## src/rtl/spi_seq_pkg.sv

```systemverilog
`default_nettype none
//============================================================================
// Module      : spi_seq_pkg
// Description : Shared types and constants for the SPI register-burst
//               sequencer: FSM state encoding, engine R/W code and the
//               address/data/count widths.
// Ports       : none (package)
// Config      : none here; the watchdog option SPI_SEQ_WATCHDOG_EN is
//               consumed by spi_reg_sequencer.
// Revision    : 1.0 - initial release
//============================================================================
package spi_seq_pkg;

    localparam int SPI_ADDR_W  = 7;
    localparam int SPI_DATA_W  = 8;
    localparam int SEQ_COUNT_W = 4;

    // The engine reads when its R/W input is low.
    localparam logic SPI_RW_READ = 1'b0;

    typedef enum logic [1:0] {
        IDLE    = 2'd0,
        ISSUE   = 2'd1,
        WAIT    = 2'd2,
        PRESENT = 2'd3
    } seq_state_t;

endpackage : spi_seq_pkg
`default_nettype wire

```

## src/rtl/spi_seq_watchdog.sv

```systemverilog
`default_nettype none
//============================================================================
// Module      : spi_seq_watchdog
// Description : 8-bit bounded-wait counter. Cleared while the sequencer is
//               about to enter WAIT, counts every WAIT cycle, and flags
//               expiry in the cycle that would bring it to TIMEOUT_CYCLES,
//               so the sequencer spends exactly TIMEOUT_CYCLES cycles in
//               WAIT before aborting.
// Ports       : clk      - sequencer clock
//               rst_n    - synchronous active-low reset
//               i_clear  - zero the counter (held during ISSUE)
//               i_enable - count this cycle (high during WAIT)
//               o_expire - last permitted WAIT cycle with no completion
// Revision    : 1.0 - initial release
//============================================================================
module spi_seq_watchdog #(
    parameter int TIMEOUT_CYCLES = 64
) (
    input  logic clk,
    input  logic rst_n,
    input  logic i_clear,
    input  logic i_enable,
    output logic o_expire
);

    localparam logic [7:0] c_EXPIRE_VAL = 8'(TIMEOUT_CYCLES - 1);

    logic [7:0] r_cnt;

    always_ff @(posedge clk) begin
        if (!rst_n) begin
            r_cnt <= 8'd0;
        end else if (i_clear) begin
            r_cnt <= 8'd0;
        end else if (i_enable && !o_expire) begin
            r_cnt <= r_cnt + 8'd1;
        end
    end

    assign o_expire = i_enable && (r_cnt == c_EXPIRE_VAL);

endmodule : spi_seq_watchdog
`default_nettype wire

```

## src/rtl/spi_reg_sequencer.sv

```systemverilog
`default_nettype none
//============================================================================
// Module      : spi_reg_sequencer
// Description : Runs a burst of reads of consecutive 7-bit register
//               addresses through the SPI register-read engine and presents
//               each {address, data} result on a valid/ready port. The next
//               read is only issued once the previous result is accepted.
// Ports       : FSM_Clk, RST_N (sync, active-low)
//               start, base_addr[6:0], count[3:0]  - burst request
//               spi_trigger, spi_addr[6:0], spi_rw - to engine
//               spi_done, spi_data[7:0]            - from engine
//               out_valid, out_ready, out_addr[6:0], out_data[7:0]
//               busy, seq_done, seq_error          - status
// Config      : `define SPI_SEQ_WATCHDOG_EN bounds WAIT to TIMEOUT_CYCLES
//               cycles and enables seq_error; otherwise WAIT is unbounded
//               and seq_error stays 0.
// Revision    : 1.0 - initial release
//============================================================================
module spi_reg_sequencer
    import spi_seq_pkg::*;
#(
    parameter int TIMEOUT_CYCLES = 64
) (
    input  logic                  FSM_Clk,
    input  logic                  RST_N,
    input  logic                  start,
    input  logic [SPI_ADDR_W-1:0] base_addr,
    input  logic [SEQ_COUNT_W-1:0] count,
    output logic                  spi_trigger,
    output logic [SPI_ADDR_W-1:0] spi_addr,
    output logic                  spi_rw,
    input  logic                  spi_done,
    input  logic [SPI_DATA_W-1:0] spi_data,
    output logic                  out_valid,
    input  logic                  out_ready,
    output logic [SPI_ADDR_W-1:0] out_addr,
    output logic [SPI_DATA_W-1:0] out_data,
    output logic                  busy,
    output logic                  seq_done,
    output logic                  seq_error
);

    generate
        if ((TIMEOUT_CYCLES < 40) || (TIMEOUT_CYCLES > 255)) begin : g_bad_timeout
            $error("spi_reg_sequencer: TIMEOUT_CYCLES must be within 40..255");
        end
    endgenerate

    seq_state_t                 r_state, w_state_nxt;
    logic [SEQ_COUNT_W-1:0]     r_remaining, w_remaining_nxt;
    logic [SPI_ADDR_W-1:0]      r_spi_addr, w_spi_addr_nxt;
    logic [SPI_ADDR_W-1:0]      r_out_addr, w_out_addr_nxt;
    logic [SPI_DATA_W-1:0]      r_out_data, w_out_data_nxt;
    logic                       r_seq_done, w_seq_done_nxt;
    logic                       r_seq_error, w_seq_error_nxt;
    logic                       r_spi_trigger;
    logic                       r_out_valid;
    logic                       r_busy;
    logic                       w_wd_clear;
    logic                       w_wd_enable;
    logic                       w_wd_expire;

    assign w_wd_clear  = (r_state == ISSUE);
    assign w_wd_enable = (r_state == WAIT);

`ifdef SPI_SEQ_WATCHDOG_EN
    spi_seq_watchdog #(
        .TIMEOUT_CYCLES (TIMEOUT_CYCLES)
    ) u_watchdog (
        .clk      (FSM_Clk),
        .rst_n    (RST_N),
        .i_clear  (w_wd_clear),
        .i_enable (w_wd_enable),
        .o_expire (w_wd_expire)
    );
`else
    // Without the watchdog the error flag can never be set and is
    // reduced to a constant by synthesis.
    assign w_wd_expire = 1'b0 & w_wd_clear & w_wd_enable;
`endif

    always_comb begin
        w_state_nxt     = r_state;
        w_remaining_nxt = r_remaining;
        w_spi_addr_nxt  = r_spi_addr;
        w_out_addr_nxt  = r_out_addr;
        w_out_data_nxt  = r_out_data;
        w_seq_done_nxt  = 1'b0;
        w_seq_error_nxt = r_seq_error;

        case (r_state)
            IDLE: begin
                if (start) begin
                    if (count != '0) begin
                        w_spi_addr_nxt  = base_addr;
                        w_remaining_nxt = count;
                        w_seq_error_nxt = 1'b0;
                        w_state_nxt     = ISSUE;
                    end else begin
                        // Empty burst: report completion without touching the engine.
                        w_seq_done_nxt = 1'b1;
                    end
                end
            end
            ISSUE: begin
                w_state_nxt = WAIT;
            end
            WAIT: begin
                // A completion in the final permitted cycle still wins.
                if (spi_done) begin
                    w_out_data_nxt  = spi_data;
                    w_out_addr_nxt  = r_spi_addr;
                    w_remaining_nxt = r_remaining - 1'b1;
                    w_state_nxt     = PRESENT;
                end else if (w_wd_expire) begin
                    w_seq_error_nxt = 1'b1;
                    w_seq_done_nxt  = 1'b1;
                    w_state_nxt     = IDLE;
                end
            end
            PRESENT: begin
                if (r_out_valid && out_ready) begin
                    if (r_remaining == '0) begin
                        w_seq_done_nxt = 1'b1;
                        w_state_nxt    = IDLE;
                    end else begin
                        w_spi_addr_nxt = r_spi_addr + 1'b1;
                        w_state_nxt    = ISSUE;
                    end
                end
            end
            default: begin
                w_state_nxt = IDLE;
            end
        endcase
    end

    // Status strobes are decoded from the next state so every output
    // comes straight from a flop.
    always_ff @(posedge FSM_Clk) begin
        if (!RST_N) begin
            r_state       <= IDLE;
            r_remaining   <= '0;
            r_spi_addr    <= '0;
            r_out_addr    <= '0;
            r_out_data    <= '0;
            r_seq_done    <= 1'b0;
            r_seq_error   <= 1'b0;
            r_spi_trigger <= 1'b0;
            r_out_valid   <= 1'b0;
            r_busy        <= 1'b0;
        end else begin
            r_state       <= w_state_nxt;
            r_remaining   <= w_remaining_nxt;
            r_spi_addr    <= w_spi_addr_nxt;
            r_out_addr    <= w_out_addr_nxt;
            r_out_data    <= w_out_data_nxt;
            r_seq_done    <= w_seq_done_nxt;
            r_seq_error   <= w_seq_error_nxt;
            r_spi_trigger <= (w_state_nxt == ISSUE);
            r_out_valid   <= (w_state_nxt == PRESENT);
            r_busy        <= (w_state_nxt != IDLE);
        end
    end

    assign spi_trigger = r_spi_trigger;
    assign spi_addr    = r_spi_addr;
    assign spi_rw      = SPI_RW_READ;
    assign out_valid   = r_out_valid;
    assign out_addr    = r_out_addr;
    assign out_data    = r_out_data;
    assign busy        = r_busy;
    assign seq_done    = r_seq_done;
    assign seq_error   = r_seq_error;

endmodule : spi_reg_sequencer
`default_nettype wire

```

## config.mk

```make
export PLATFORM = sky130hd
export DESIGN_NAME = spi_reg_sequencer
export DESIGN_NICKNAME = d
export VERILOG_FILES = /design/src/rtl/spi_seq_pkg.sv /design/src/rtl/spi_seq_watchdog.sv /design/src/rtl/spi_reg_sequencer.sv
export SDC_FILE = /design/constraint.sdc
export NUM_CORES = 1
export LEC_CHECK = 0
export ABC_CLOCK_PERIOD_IN_PS = 2900
export BUFFER_PORTS_ARGS = -buffer_cell sky130_fd_sc_hd__buf_2
export CORE_ASPECT_RATIO = 0.5
export CORE_MARGIN = 2
export CORE_UTILIZATION = 46
export DETAILED_ROUTE_END_ITERATION = 8
export MAX_ROUTING_LAYER = met4
export PLACE_DENSITY = 0.74
export SLEW_MARGIN = 20
export SYNTH_ARGS = -nofsm -noshare
export SYNTH_HDL_FRONTEND = slang
export SYNTH_HIERARCHICAL = 1
export SYNTH_SLANG_ARGS = --single-unit
```

## constraint.sdc

```tcl
create_clock -name FSM_Clk -period 2.9 [get_ports FSM_Clk]
set_input_delay 0.87 -clock FSM_Clk [delete_from_list [all_inputs] [get_ports FSM_Clk]]
set_output_delay 0.87 -clock FSM_Clk [all_outputs]
set_load 0.005 [all_outputs]
```

Yosys cells after proc, flatten, opt, wreduce, memory -nomap -nowiden
Index checks and enable logic that the tools add are counted.
{"block": "totals", "out_inout_bits": 28, "wordCells": 51, "reg_bits": 32, "in_bits": 24}
{"block": "op_classes", "eq_ne": 10, "n_addsub": 2, "n_mux": 20, "n_reduce_logical": 10}
{"op": "7-bit 2-to-1 mux", "n": 4}
{"op": "7-bit one-hot mux with 2 select lines", "n": 1}
{"op": "4-bit 2-to-1 mux", "n": 3}
{"op": "2-bit inequality test, second input constant", "n": 5}
{"op": "2-bit 2-to-1 mux", "n": 4}
{"op": "2-bit one-hot mux with 4 select lines", "n": 1}
{"op": "4-bit one-hot mux with 2 select lines", "n": 1}
{"op": "7-bit by 1-bit adder with 7-bit output, second input constant", "n": 1}
{"op": "2-bit equality test, second input constant", "n": 3}
{"op": "2-bit nonzero test", "n": 3}
{"op": "1-bit 2-to-1 mux", "n": 5}
{"op": "5-bit AND reduction", "n": 1}
{"op": "2-bit by 1-bit equality test with 1-bit output, second input constant", "n": 2}
{"op": "4-bit zero test", "n": 1}
{"op": "4-bit AND reduction", "n": 1}
{"op": "4-bit nonzero test", "n": 1}
{"op": "4-bit by 1-bit subtractor with 4-bit output, second input constant", "n": 1}
{"op": "2-bit zero test", "n": 1}
{"op": "1-bit one-hot mux with 2 select lines", "n": 1}
{"op": "2-bit AND reduction", "n": 1}
{"op": "1-bit logical AND", "n": 1}

Logic depth before layout (Yosys ltp)
{"block": "logic_depth", "depth_word": 5, "depth_mapped": 7, "ltp_nobuf": 6}

Least setup slack after synthesis
OpenSTA, ideal clock, no wires.
{"block": "synth_path", "path_kind": "input -> register", "start": "in count[1]", "end": "reg r_spi_addr[2], in the netlist spi_addr[2]", "slack_ps": 845, "n_path_buf": 1, "arrival_time_ps": 1939, "required_time_ps": 2784, "stages": 5, "setup_ps": 116, "cell_sequence": "o41ai_4 -> nand2_1 -> and2_4 -> buf_6 -> a31o_1"}
{"block": "synth_between", "elab_chain_cells": 3}
{"item": "from (decl)", "line": "spi_reg_sequencer.sv:28", "text": "input logic [SEQ_COUNT_W-1:0] count,"}
{"item": "4-bit nonzero test", "line": "spi_reg_sequencer.sv:94", "text": "if (count != '0) begin"}
{"item": "2-bit inequality test (no source line)"}
{"item": "5-bit AND reduction (no source line)"}
{"item": "to (signal assigned)", "line": "spi_reg_sequencer.sv:155", "text": "r_spi_addr <= w_spi_addr_nxt;"}
{"item": "to (decl)", "line": "spi_reg_sequencer.sv:51", "text": "logic [SPI_ADDR_W-1:0] r_spi_addr, w_spi_addr_nxt;"}
No other way between the ends.
A chain may end at the register's enable or synchronous reset.

Worst setup path after layout
{"block": "layout_path", "start": "reg r_state[0]", "end": "reg r_out_valid, in the netlist out_valid"}
{"block": "layout_between", "elab_chain_cells": 4, "elab_cells_between_ends": 10, "cone_classes": "eq/ne: 4; mux: 5; reduce/logical: 1"}
{"item": "from (decl)", "line": "spi_reg_sequencer.sv:49", "text": "seq_state_t r_state, w_state_nxt;"}
{"item": "from (signal assigned)", "line": "spi_reg_sequencer.sv:153", "text": "r_state <= w_state_nxt;"}
{"item": "2-bit 2-to-1 mux", "line": "spi_reg_sequencer.sv:94"}
{"item": "2-bit 2-to-1 mux", "line": "spi_reg_sequencer.sv:93", "text": "if (start) begin"}
{"item": "2-bit one-hot mux with 4 select lines (*)", "line": "spi_reg_sequencer.sv:91", "text": "case (r_state)"}
{"item": "2-bit equality test (*)", "line": "spi_reg_sequencer.sv:161", "text": "r_out_valid <= (w_state_nxt == PRESENT);"}
{"item": "to (signal assigned)", "line": "spi_reg_sequencer.sv:161"}
{"item": "to (decl)", "line": "spi_reg_sequencer.sv:57", "text": "logic r_out_valid;"}
Mark *: on every way between the ends. The rest lies on a longest branch, timed or not.

==> results.json <==
{
  "synth.avg_cell_area_um2": 8.39,
  "final.setup.tns_ps": 0,
  "power_frac_seq_pct": 37.9,
  "internal_power_mw": 1.07,
  "setup.worst_path.start_class": "register",
  "drv_slew": 0,
  "first_pass_iters": 4,
  "antenna_left": 0,
  "timing.fmax_ghz": 0.428,
  "drt-total-wl_mm": 3.69,
  "pwr-share-comb_pct": 41.7,
  "grt_overflow": 0,
  "layout-drive-gt1-share_pct": 28.2,
  "n_antenna_cell": 0,
  "synth-edff-count": 0,
  "r2r_cells": 6,
  "synth_area_mm2": 0.00160,
  "port_buffers": 49,
  "arrival_ps": 2560,
  "placed_cell_area_mm2": 0.00185,
  "leakage_nw": 0.829,
  "antenna_found_initial": 0,
  "maxCapViolCount": 0,
  "ys_seq_area_share_pct": 40.0,
  "mostFrequentLayoutCells": "nand2_1 (49), buf_2 (49), dfxtp_1 (32)",
  "yosys_register_bits": 32,
  "ios": 52,
  "htree_levels": 2,
  "hold_path_class": "reg2reg",
  "clk-insertion-delay-late_ps": 280,
  "postSynth.asyncResetShare_pct": 0,
  "vias": 1533,
  "cts_resized": 0,
  "design_area_mm2": 0.00194,
  "clkTransAtPathRegs_ps": 70,
  "viasPerCell": 5.48,
  "crit_end": "out_valid",
  "critical_path_class": "reg2reg",
  "numCtsBuffers": 5,
  "switching_share_pct": 38.0,
  "setup_viol": 0,
  "ir_worst_vdd_v": 0.000303,
  "max-clock-path-buffers": 2,
  "track_usage_pct": 19.2,
  "status": "complete, no violations",
  "clock_skew_ps": 8.29,
  "worstPathMaxFanout": 16,
  "fin_crit_ps": 2340,
  "post-dp-hpwl_mm": 2.72,
  "fin_crit_sh_pct": 80.6,
  "drc": 0,
  "cts_tree": "done",
  "core_area_mm2": 0.00338,
  "gp_congestion": 0.825,
  "grt_pass1_vias": 1282,
  "timing.rr.end": "out_valid",
  "power_mw": 1.72,
  "fin_nets": 267,
  "cts.sinks": 32,
  "die_h_um": 45.7,
  "cts_root_buffer": "clkbuf_8",
  "worst_pin_slew_ps": 551,
  "start_util_pct": 47.4,
  "routedWlPerCell_um": 13.2,
  "dr.first_iter.drc_count": 55,
  "dieArea_mm2": 0.00400,
  "ys.warnings.count": 6,
  "required_ps": 3130,
  "postCtsSetupRepairBufs": 0,
  "cts_hold_buf": 0,
  "syn_inst": 191,
  "relSlewSlack_pct": 63.2,
  "grt_max_degree": 22,
  "rrSetupSlack_ps": 560,
  "rsz0062_at_grt": "no",
  "timing_hold_violations_final": 0,
  "worstReg2RegStart": "r_state[0]",
  "yosys.cell_types.count": 47,
  "rows": 15,
  "placed_cells": 272,
  "clock_power_share_pct": 20.4,
  "synth_top_flop_cell": "dfxtp_1",
  "syn_to_final_growth_pct": 21.1,
  "die_x_um": 87.5,
  "grt_first_pass_wirelength_mm": 5.76,
  "cp-end-kind": "register",
  "startpoint": "r_state[0]",
  "layout.cells.non_filler": 280,
  "powerDensity_mw_per_mm2": 888,
  "p_switching_mw": 0.654
}
worst min path at each step:
stage / startpoint / end / cells past startpoint
CTS: out_addr[5] / out_addr[5] / 2
floorplan: out_addr[0] / out_addr[0] / 2
finish: out_data[5] / out_data[5] / 2
global placement: out_data[4] / out_data[4] / 2
detailed placement: out_addr[5] / out_addr[5] / 2
global route: out_addr[5] / out_addr[5] / 2
cell type report:
class / instances / area, um^2
Fill cell: 330 / 1440
Multi-Input combinational cell: 140 / 875
Sequential cell: 32 / 641
Timing Repair Buffer: 50 / 253
Clock buffer: 8 / 90.1
Tap cell: 42 / 52.6
Inverter: 8 / 30.0
registers in the layout, indices dropped and copies added (netlist names), 2 cells and up:
| signal | flops |
|---|---|
| r_state | 2 |
| spi_addr | 7 |
| r_remaining | 4 |
| out_data | 8 |
| out_addr | 7 |
per-stage QoR:
stage	hold WS, ps	util (%)	setup WS [ps]
floorplan	453	-	845
global placement	440	54.8	668
CTS	452	57.4	581
finish	450	57.4	564
global route	473	57.4	372
detailed placement	443	54.8	601
per-layer routing:
layer  GRT usage [%]  wire (um)  vias to the layer above
met2            30.2       1680                       44
met4            4.92         18                        0
met1            24.6       1780                      716
met5               -          0                        -
met3            5.62        206                        4
li1                -          -                      769
worst max-delay path: stages (launching register included):
cell and delay [ps]:
dfxtp_1 330, inv_1 140, ha_1 480, and2_1 560, a211oi_1 150, o32ai_1 440
and2_1 190
cell families after synthesis:
family                   Yosys count  share of synthesized area, %
AO/OA/AOI/OAI                     60                          27.8
multiplexers                       4                          2.65
AND/OR/NAND/NOR                   68                          19.0
flip-flops                        32                          40.0
other                              1                         0.234
adder cells (fa/ha/maj)            6                          4.68
buffers and inverters             20                          5.70
power groups by stage:
stage,Sequential (mW),Combinational (mW),Clock [mW]
global placement,0.659,0.692,0
detailed placement,0.657,0.718,0
finish,0.654,0.718,0.351
CTS,0.650,0.721,0.356
global route,0.668,0.802,0.374
floorplan,0.644,0.541,0
Yosys cell counts, types with 2 or more instances:
cell type  instances  area share [%]
inv_1              7             1.6
mux2i_1            2             1.2
clkbuf_1           6             1.4
a21boi_1           2            0.94
a31oi_1            5             2.0
a31o_1             5             2.7
dfxtp_1           32              40
o21ai_0            2            0.62
a21oi_1           22             6.9
and2_1             4             1.6
nand3_1            2            0.62
a21o_1             3             1.4
o211ai_1           3             1.4
nor4_1             4             1.6
o21ai_1            2            0.62
nand2_1           49              11
buf_1              2            0.47
o31ai_1            2            0.94
o32ai_1            2             1.1
buf_4              2            0.94
ha_1               6             4.7
nor3_1             2            0.62
No activity file was read; power rests on OpenSTA's default activity.
